File: src/rtl/div_result_display_pkg.sv
// Shared definitions for the divider result display: FSM state codes, segment
// patterns and the single double-dabble iteration used by the converter.
package div_result_display_pkg;

  localparam logic [1:0] ST_IDLE = 2'd0;
  localparam logic [1:0] ST_CONV = 2'd1;
  localparam logic [1:0] ST_SHOW = 2'd2;

  // Active-low segment patterns, bit 0 = segment a, bit 6 = segment g.
  localparam logic [6:0] SEG_BLANK = 7'h7F;
  localparam logic [6:0] SEG_E     = 7'h06;
  localparam logic [6:0] SEG_R     = 7'h2F;
  localparam logic [6:0] SEG_0     = 7'h40;
  localparam logic [6:0] SEG_1     = 7'h79;
  localparam logic [6:0] SEG_2     = 7'h24;
  localparam logic [6:0] SEG_3     = 7'h30;
  localparam logic [6:0] SEG_4     = 7'h19;
  localparam logic [6:0] SEG_5     = 7'h12;
  localparam logic [6:0] SEG_6     = 7'h02;
  localparam logic [6:0] SEG_7     = 7'h78;
  localparam logic [6:0] SEG_8     = 7'h00;
  localparam logic [6:0] SEG_9     = 7'h10;

  // {BCD tens, BCD ones, remaining binary bits}, shifted left as one register.
  typedef struct packed {
    logic [3:0] tens;
    logic [3:0] ones;
    logic [3:0] bin;
  } dabble_t;

  localparam int CONV_ITERS = 4;

  // One shift-add-3 step. A 4-bit operand never exceeds 15, so the tens
  // nibble stays at 0 or 1 and never needs its own correction.
  function automatic dabble_t dabble_step(input dabble_t cur);
    dabble_t adj;
    adj = cur;
    if (adj.ones >= 4'd5) adj.ones = adj.ones + 4'd3;
    return dabble_t'({adj.tens, adj.ones, adj.bin} << 1);
  endfunction

endpackage

File: src/rtl/div_result_display_seven_seg.sv
// Combinational BCD to active-low seven-segment decoder with a blank override.
module seven_seg_decoder
  import div_result_display_pkg::*;
(
  input  logic [3:0] bcd,
  input  logic       blank,
  output logic [6:0] seg
);

  // NOTE: the default before the case keeps every path assigned, so no latch is inferred.
  always_comb begin
    seg = SEG_BLANK;
    if (!blank) begin
      case (bcd)
        4'd0: seg = SEG_0;
        4'd1: seg = SEG_1;
        4'd2: seg = SEG_2;
        4'd3: seg = SEG_3;
        4'd4: seg = SEG_4;
        4'd5: seg = SEG_5;
        4'd6: seg = SEG_6;
        4'd7: seg = SEG_7;
        4'd8: seg = SEG_8;
        4'd9: seg = SEG_9;
        default: seg = SEG_BLANK;
      endcase
    end
  end

endmodule

File: src/rtl/div_result_display.sv
// Captures the divider's quotient/remainder, converts both to BCD with a
// 4-cycle double-dabble engine and drives four active-low seven-segment digits.
module div_result_display
  import div_result_display_pkg::*;
#(
  parameter int BLANK_LEADING = 1
) (
  input  logic       clk,
  input  logic       rst,
  input  logic       start,
  input  logic [3:0] q,
  input  logic [3:0] r,
  input  logic       div_zero,
  output logic       busy,
  output logic       done,
  output logic [6:0] hex3,
  output logic [6:0] hex2,
  output logic [6:0] hex1,
  output logic [6:0] hex0
);

  logic [1:0] state_q, state_d;
  logic [1:0] cnt_q, cnt_d;
  dabble_t    quo_q, quo_d;
  dabble_t    rem_q, rem_d;
  logic       dz_q, dz_d;
  logic       done_q;
  logic [6:0] hex3_q, hex2_q, hex1_q, hex0_q;

  logic [6:0] seg_qt, seg_qo, seg_rt, seg_ro;
  logic       blank_qt, blank_rt;

  assign blank_qt = (BLANK_LEADING != 0) && (quo_q.tens == 4'd0);
  assign blank_rt = (BLANK_LEADING != 0) && (rem_q.tens == 4'd0);

  seven_seg_decoder u_dec_qt (.bcd(quo_q.tens), .blank(blank_qt), .seg(seg_qt));
  seven_seg_decoder u_dec_qo (.bcd(quo_q.ones), .blank(1'b0),     .seg(seg_qo));
  seven_seg_decoder u_dec_rt (.bcd(rem_q.tens), .blank(blank_rt), .seg(seg_rt));
  seven_seg_decoder u_dec_ro (.bcd(rem_q.ones), .blank(1'b0),     .seg(seg_ro));

  always_comb begin
    state_d = state_q;
    cnt_d   = cnt_q;
    quo_d   = quo_q;
    rem_d   = rem_q;
    dz_d    = dz_q;
    case (state_q)
      ST_IDLE: begin
        if (start) begin
          quo_d   = '{tens: 4'd0, ones: 4'd0, bin: q};
          rem_d   = '{tens: 4'd0, ones: 4'd0, bin: r};
          dz_d    = div_zero;
          cnt_d   = 2'd0;
          state_d = ST_CONV;
        end
      end
      ST_CONV: begin
        quo_d = dabble_step(quo_q);
        rem_d = dabble_step(rem_q);
        cnt_d = cnt_q + 2'd1;
        if (cnt_q == 2'(CONV_ITERS - 1)) state_d = ST_SHOW;
      end
      ST_SHOW: state_d = ST_IDLE;
      default: state_d = ST_IDLE;
    endcase
  end

  // NOTE: registered state uses non-blocking assignments so every flop samples pre-edge values.
  always_ff @(posedge clk or posedge rst) begin
    if (rst) begin
      state_q <= ST_IDLE;
      cnt_q   <= 2'd0;
      quo_q   <= '0;
      rem_q   <= '0;
      dz_q    <= 1'b0;
      done_q  <= 1'b0;
      hex3_q  <= SEG_BLANK;
      hex2_q  <= SEG_BLANK;
      hex1_q  <= SEG_BLANK;
      hex0_q  <= SEG_BLANK;
    end else begin
      state_q <= state_d;
      cnt_q   <= cnt_d;
      quo_q   <= quo_d;
      rem_q   <= rem_d;
      dz_q    <= dz_d;
      done_q  <= (state_q == ST_SHOW);
      if (state_q == ST_SHOW) begin
        if (dz_q) begin
          hex3_q <= SEG_E;
          hex2_q <= SEG_R;
          hex1_q <= SEG_R;
          hex0_q <= SEG_BLANK;
        end else begin
          hex3_q <= seg_qt;
          hex2_q <= seg_qo;
          hex1_q <= seg_rt;
          hex0_q <= seg_ro;
        end
      end
    end
  end

  assign busy = (state_q != ST_IDLE);
  assign done = done_q;
  assign hex3 = hex3_q;
  assign hex2 = hex2_q;
  assign hex1 = hex1_q;
  assign hex0 = hex0_q;

endmodule
File: config.mk
export PLATFORM = sky130hd
export DESIGN_NAME = div_result_display
export DESIGN_NICKNAME = d
export VERILOG_FILES = /design/src/rtl/div_result_display_pkg.sv /design/src/rtl/div_result_display_seven_seg.sv /design/src/rtl/div_result_display.sv
export SDC_FILE = /design/constraint.sdc
export NUM_CORES = 1
export LEC_CHECK = 0
export BUFFER_PORTS_ARGS = -buffer_cell sky130_fd_sc_hd__clkbuf_2
export CAP_MARGIN = 5
export CELL_PAD_IN_SITES_DETAIL_PLACEMENT = 1
export CELL_PAD_IN_SITES_GLOBAL_PLACEMENT = 2
export CORE_MARGIN = 4
export CORE_UTILIZATION = 39
export CTS_CLUSTER_SIZE = 20
export DETAILED_ROUTE_END_ITERATION = 10
export GPL_ROUTABILITY_DRIVEN = 0
export PLACE_DENSITY = 0.85
export SYNTH_ARGS = -nofsm -noshare
export SYNTH_HDL_FRONTEND = slang
export SYNTH_HIERARCHICAL = 1
export SYNTH_SLANG_ARGS = --single-unit
File: constraint.sdc
create_clock -name clk -period 4.95 [get_ports clk]
set_clock_uncertainty 0.1 [all_clocks]
set_input_delay 0.495 -clock clk [delete_from_list [all_inputs] [get_ports clk]]
set_output_delay 0.495 -clock clk [all_outputs]
set_load 0.02 [all_outputs]
==> flow_metrics.py, run 1 <==
metrics = {
    "cts": {
        "clk_latency_ps": 330,
        "cts_tree": "yes",
        "cts.path.max_buffers": 2,
        "cts_hold_buffers": 0,
        "root_buffer": "clkbuf_8",
        "cts_resized": 0,
        "cts_buffers": 9,
        "cts_sinks": 58,
        "h-tree-depth": 3,
        "clkTransAtPathRegs_ps": 80,
        "post_cts_buffers": 0,
    },
    "power_and_ir_drop": {
        "power.internal_mw": 1.580,
        "clock_power_share_pct": 17.3,
        "p_sw_share_pct": 43.97,
        "seq_power_share_pct": 37.0,
        "finalPower_mw": 2.820,
        "power.density_mw_per_mm2": 689.1,
        "pwr-share-comb_pct": 45.7,
        "ir_drop_v": 0.0001811,
        "switching_power_mw": 1.240,
        "leakagePower_nw": 1.894,
    },
    "synthesis": {
        "synth_seq_cells": 58,
        "syn_area_per_cell_um2": 9.233,
        "async_reset_ff_share_pct": 100.0,
        "syn_inst": 398,
        "synth_cell_types": 46,
        "synth_edf_count": 0,
        "yosysSeqAreaShare_pct": 40.45,
        "yosys_warnings": 6,
        "synth_flop_cell": "dfrtp_1",
        "syn-cell-area_mm2": 0.003675,
    },
    "flow_run": {
        "drv_cap": 0,
    },
    "setup_path": {
        "cp-end-kind": "flip-flop",
        "r2r_setup_slack_ps": 2620,
        "worstPathMaxFanout": 13,
        "critPathBufInv": 0,
        "cpMaxStageDelayCell": "nor4_1",
        "crit_path_max_incr_delay_ps": 1020,
        "worstPathCellList": "nor4_1, nor2_1, a21oi_1, nand2b_1, o21ai_1",
        "rr_endpoint": "hex3[6]",
        "worst-setup-path-type": "flip-flop to flip-flop",
        "reg2regPathDepth": 5,
        "r2r_start": "quo_q[11]",
        "crit_required_ps": 5100,
        "start_kind": "flip-flop",
        "crit_arrival_ps": 2470,
        "cp_top_family": "simple AND/OR/NAND/NOR gates",
    },
    "floorplanning": {
        "core_area_mm2": 0.009196,
        "dieArea_mm2": 0.01104,
        "io_pins": 42,
        "rows": 35,
        "initial_core_util_pct": 39.96,
        "die_x_um": 105.1,
        "die_h_um": 105.1,
    },
    "timing": {
        "tightest_slew_ps": 1156,
        "fin_setup_tns_ps": 0,
        "setup_viol": 0,
        "fin_crit_sh_pct": 46.98,
        "slew_viol_final": 0,
        "relSlewSlack_pct": 22.20,
        "finalHoldViolations": 0,
        "min_period_ps": 2326,
        "max_clock_freq_ghz": 0.4300,
        "worst_slack_ps": 2624,
        "rsz0062_at_grt": "no",
    },
    "route": {
        "drtIter0Drc": 70,
        "finalWirelength_mm": 7.788,
        "first_pass_iters": 4,
        "drc": 0,
        "vias": 2784,
        "wl_per_cell_um": 13.98,
        "ant_nets": 0,
        "vias_per_cell": 4.998,
    },
    "layout": {
        "layout_common_cells": "nand2_1 (50), clkbuf_2 (41), o21ai_1 (32), nor2_1 (30), dfrtp_1 (30)",
        "drive_gt1_share_pct": 23.77,
        "final_common_cell": "nand2_1",
        "diodes": 0,
        "final_cells": 557,
        "area_delta_synth_final_pct": 11.34,
        "nets": 478,
    },
    "placed_design": {
        "dpl.hpwl_mm": 5.453,
        "dp.cells": 541,
        "portBuffers": 41,
        "post-place-ws_ps": 2597,
    },
    "global_routing": {
        "use_met1_pct": 19.81,
        "grt_use_total_pct": 15.28,
        "grt_util_met2_pct": 25.07,
        "grt_pass1_wl_mm": 13.83,
        "grt_max_degree": 58,
        "met3_usage_pct": 3.953,
        "grt_pass1_vias": 2864,
        "antenna_found_initial": 0,
        "grt_overflow": 0,
        "gr-max-usage-layer": "met2",
    },
    "run_status": {
        "status": "finished clean",
    },
    "worst_hold_path": {
        "hold_class": "primary input to asynchronous set/reset pin",
    },
}
-- kinds of logic after synthesis --
| logic type | count (synthesis) | synth area share [%] |
|---|---|---|
| adders and majority gates | 25 | 8.512 |
| muxes | 4 | 1.226 |
| other | 1 | 0.1020 |
| buffers and inverters | 45 | 7.729 |
| and+or+nand+nor | 139 | 20.39 |
| AOI/OAI and AO/OA | 121 | 20.40 |
| xor gates and xnor gates | 5 | 1.192 |
| DFF | 58 | 40.45 |
-- area by class of cell --
class	instances	area [µm²]
inverters	23	86.33
flip-flops and latches	58	1486
clock inverters	6	80.08
multi-input cells	307	1949
clock buffers	10	137.6
well taps	111	138.9
repair buffers	42	212.7
fillers	1115	5105
-- flip-flops by register name (all words and copies together) (netlist names) --
signal,count
quo_q,12
rem_q,12
hex0,7
hex1,7
hex2,7
hex3,7
cnt_q,2
state_q,2
done,1
dz_q,1
-- synthesized netlist by cell type (4+ instances only) --
library cell | n | share of area, %
dfrtp_1 | 30 | 20
o21ai_1 | 32 | 4.4
o21ai_0 | 23 | 3.1
o21bai_1 | 5 | 1.0
a22o_1 | 11 | 2.6
nand2b_1 | 22 | 3.7
nor2_1 | 30 | 3.1
nor3_1 | 4 | 0.54
buf_6 | 11 | 3.4
dfstp_2 | 28 | 20
inv_1 | 23 | 2.3
ha_1 | 25 | 8.5
nand2_1 | 50 | 5.1
nor2b_1 | 7 | 1.2
and3b_1 | 6 | 1.4
o31ai_1 | 4 | 0.82
a21oi_1 | 29 | 3.9
-- power groups by stage --
stage          Sequential (mW)  Clock, mW  Combinational [mW]
2_1_floorplan             1.08          0                1.00
3_3_place_gp              1.05          0                1.27
3_5_place_dp              1.06          0                1.31
4_1_cts                   1.05      0.504                1.31
5_1_grt                   1.10      0.532                1.47
6_report                  1.04      0.489                1.29
-- routing by layer --
layer	vias up	share of wire [%]
li1	1420	-
met1	1319	49
met2	39	47
met3	6	3.4
met4	0	0.74
met5	-	0
-- worst register-to-register path, stage by stage (launching register included) --
cell and delay [ps]:
dfrtp_1 510, nor4_1 1020, nor2_1 200, a21oi_1 190, nand2b_1 70, o21ai_1 140
-- worst max-delay path by stage --
| stage | from | end | depth (start not counted) |
|---|---|---|---|
| after floorplan | rst | cnt_q[0] | 1 |
| after global placement | quo_q[11] | hex3[5] | 5 |
| after detailed placement | quo_q[11] | hex3[6] | 5 |
| after CTS | quo_q[11] | hex3[6] | 5 |
| after global routing | quo_q[11] | hex3[6] | 5 |
| final | quo_q[11] | hex3[6] | 5 |
-- metrics by stage --
step / hold WS (ps) / area [µm²] / util [%]
global placement: 349.0 / 3874 / 42.12
floorplan: 349.9 / 3720 / -
finish: 174.0 / 4091 / 44.49
CTS: 193.0 / 4091 / 44.49
global route: 235.7 / 4091 / 44.49
detailed placement: 352.2 / 3874 / 42.12
Note: power is estimated with default switching activity, not from simulation.
==> run 2, diff against run 1 <==
--- a/config.mk
+++ b/config.mk
@@ -5,16 +5,17 @@
 export SDC_FILE = /design/constraint.sdc
 export NUM_CORES = 1
 export LEC_CHECK = 0
+export ABC_AREA = 1
 export BUFFER_PORTS_ARGS = -buffer_cell sky130_fd_sc_hd__clkbuf_2
 export CAP_MARGIN = 5
 export CELL_PAD_IN_SITES_DETAIL_PLACEMENT = 1
 export CELL_PAD_IN_SITES_GLOBAL_PLACEMENT = 2
 export CORE_MARGIN = 4
-export CORE_UTILIZATION = 39
+export CORE_UTILIZATION = 34
 export CTS_CLUSTER_SIZE = 20
 export DETAILED_ROUTE_END_ITERATION = 10
 export GPL_ROUTABILITY_DRIVEN = 0
-export PLACE_DENSITY = 0.85
+export PLACE_DENSITY = 0.81
 export SYNTH_ARGS = -nofsm -noshare
 export SYNTH_HDL_FRONTEND = slang
 export SYNTH_HIERARCHICAL = 1
==> constraint.sdc (replaced) <==
create_clock -name clk -period 2.2 [get_ports clk]
set_clock_uncertainty 0.1 [all_clocks]
set_input_delay 0.22 -clock clk [delete_from_list [all_inputs] [get_ports clk]]
set_output_delay 0.22 -clock clk [all_outputs]
set_load 0.02 [all_outputs]
==> flow_metrics.py, run 2 <==
metrics = {
    "run_status": {
        "status": "finished clean",
    },
    "flow_run": {
        "drv_cap": 0,
    },
    "synthesis": {
        "synth_xor_area_share_pct": 0,
        "synth_flop_cell": "dfrtp_1",
        "synth.area.top_cells": "dfrtp_1 (22%), dfstp_2 (22%), nand2_1 (13%)",
        "yosysSeqAreaShare_pct": 43.66,
        "async_reset_ff_share_pct": 100.0,
        "synth_top_family_by_area": "simple AND/OR/NAND/NOR gates",
        "synth_seq_cells": 58,
        "synth_top_cell_area_share_pct": 22.05,
        "synth_cell_types": 25,
        "synth-compound-area-share_pct": 10.44,
        "syn_area_per_cell_um2": 7.685,
        "synth.area.mux_share_pct": 0,
        "synth.largest_area_cell": "dfrtp_1",
        "synth_edf_count": 0,
        "yosys_warnings": 6,
        "synth.most_common_cell": "nand2_1",
        "synth_fa_ha_area_share_pct": 9.188,
        "syn-cell-area_mm2": 0.003405,
        "synth-simple-area-share_pct": 27.89,
        "synthTopCellsByCount": "nand2_1 (114), inv_1 (46), nand3_1 (43), nor2_1 (43), dfrtp_1 (30)",
        "syn_inst": 443,
    },
    "floorplanning": {
        "rows": 36,
        "initial_core_util_pct": 34.83,
        "io_pins": 42,
        "die_h_um": 108.1,
        "dieArea_mm2": 0.01168,
        "die_x_um": 108.1,
        "core_area_mm2": 0.009774,
    },
    "setup_path": {
        "worstPathMaxFanout": 22,
        "timing.critical_path.from": "state_q[0]",
        "crit_arrival_ps": 1870,
        "cp-end-kind": "flip-flop",
        "r2r_start": "state_q[0]",
        "worst-setup-path-type": "flip-flop to flip-flop",
        "start_kind": "flip-flop",
        "crit_required_ps": 2310,
    },
    "timing": {
        "slew_viol_final": 0,
        "max_clock_freq_ghz": 0.5653,
        "min_period_ps": 1769,
        "fin_setup_tns_ps": 0,
        "worst_slack_ps": 431.1,
        "finalHoldViolations": 0,
        "relSlewSlack_pct": 59.80,
        "fin_crit_sh_pct": 80.41,
        "tightest_slew_ps": 597.4,
        "setup_viol": 0,
        "rsz0062_at_grt": "no",
    },
    "route": {
        "drc": 0,
        "vias": 2942,
        "first_pass_iters": 4,
        "drtIter0Drc": 114,
        "ant_nets": 0,
        "vias_per_cell": 4.685,
        "wl_per_cell_um": 13.03,
        "finalWirelength_mm": 8.181,
    },
    "power_and_ir_drop": {
        "leakagePower_nw": 1.943,
        "finalPower_mw": 6.214,
        "ir_drop_v": 0.0004197,
        "power.density_mw_per_mm2": 1564,
    },
    "placed_design": {
        "dpl.hpwl_mm": 6.122,
        "post-place-ws_ps": 406.5,
        "portBuffers": 41,
        "placed_area_mm2": 0.003770,
    },
    "layout": {
        "final_common_cell": "nand2_1",
        "drive_gt1_share_pct": 23.64,
        "layout_common_cells": "nand2_1 (114), inv_1 (45), nand3_1 (43), nor2_1 (42), clkbuf_2 (41)",
        "nets": 527,
        "diodes": 0,
        "top_regs": "quo_q x12, rem_q x12",
        "area_delta_synth_final_pct": 16.69,
        "postLayoutCellArea_mm2": 0.003973,
    },
    "worst_hold_path": {
        "hp-start": "r[0]",
        "hold_class": "primary input to flip-flop",
    },
    "cts": {
        "cts_sinks": 58,
        "h-tree-depth": 3,
        "clkTransAtPathRegs_ps": 60,
        "cts_tree": "yes",
        "clk_latency_ps": 330,
        "cts_buffers": 9,
        "cts.path.max_buffers": 2,
        "root_buffer": "clkbuf_8",
        "post_cts_buffers": 0,
    },
    "global_routing": {
        "grt_max_degree": 38,
        "grt_pass1_wl_mm": 14.39,
        "grt_overflow": 0,
        "grt_pass1_vias": 2994,
        "grt_use_total_pct": 15.35,
        "antenna_found_initial": 0,
    },
}
-- run 2: cell families (layout without fill, tap and decap cells) --
family          Yosys count  count (layout)
compound gates           67              67
fa+ha+maj                25              25
buf+inv                  72             121
other cells               1               4
flops                    58              58
simple gates            220             220
-- run 2: path summary, 6_finish.rpt --
kind | end | slack [ps] | depth (start not counted)
max | quo_q[3] | 430 | 4
min | rem_q[0] | 30 | 3
max reg2reg | quo_q[3] | 430 | 4
min reg2reg | hex3[0] | 390 | 2
max in group asynchronous | hex0[2] | 1000 | 4
min in group asynchronous | rem_q[2] | 350 | 3
-- run 2: critical path, cell delays in order (launching register included) --
cell and delay (ps):
dfrtp_1 550, o21ai_2 500, inv_2 290, nand2_1 140, o21ai_1 60
-- run 2: layout make-up --
type                    count  area, µm²
well taps                 133      166.4
flip-flops and latches     58       1486
fillers                  1273       5802
clock buffers              14      182.7
inverters                  57      214.0
multi-input cells         316       1640
repair buffers             48      272.8
clock inverters             2      10.01
-- run 2: timing repair --
| item | 4_1_cts | 5_1_grt |
|---|---|---|
| endpoints found under the setup margin | 0 | 0 |
| hold endpoints to repair | 18 | 0 |
| resized for setup | 0 | 0 |
| hold buffers | 1 | 0 |
-- run 2: stage by stage --
step	instances	hold WS (ps)	utilization, %
floorplan	446	272.4	-
global placement	611	158.8	38.57
detailed placement	611	168.1	38.57
CTS	628	23.38	40.64
global route	628	14.77	40.64
finish	628	33.51	40.64
-- run 2: routing by layer --
metal,part of all wire [%],routed length [µm],vias up,global-route usage (%)
met3,3.6,297,7,3.463
met2,45,3700,46,24.11
met1,50,4094,1391,20.94
met4,1.1,89,0,5.140
li1,-,-,1498,-
met5,0,0,-,0
-- run 2: power by group --
| part | switching, mW | internal [mW] |
|---|---|---|
| sequential | 0.478 | 1.64 |
| clock | 0.409 | 0.529 |
| combinational | 2.07 | 1.09 |
| total | 2.96 | 3.26 |
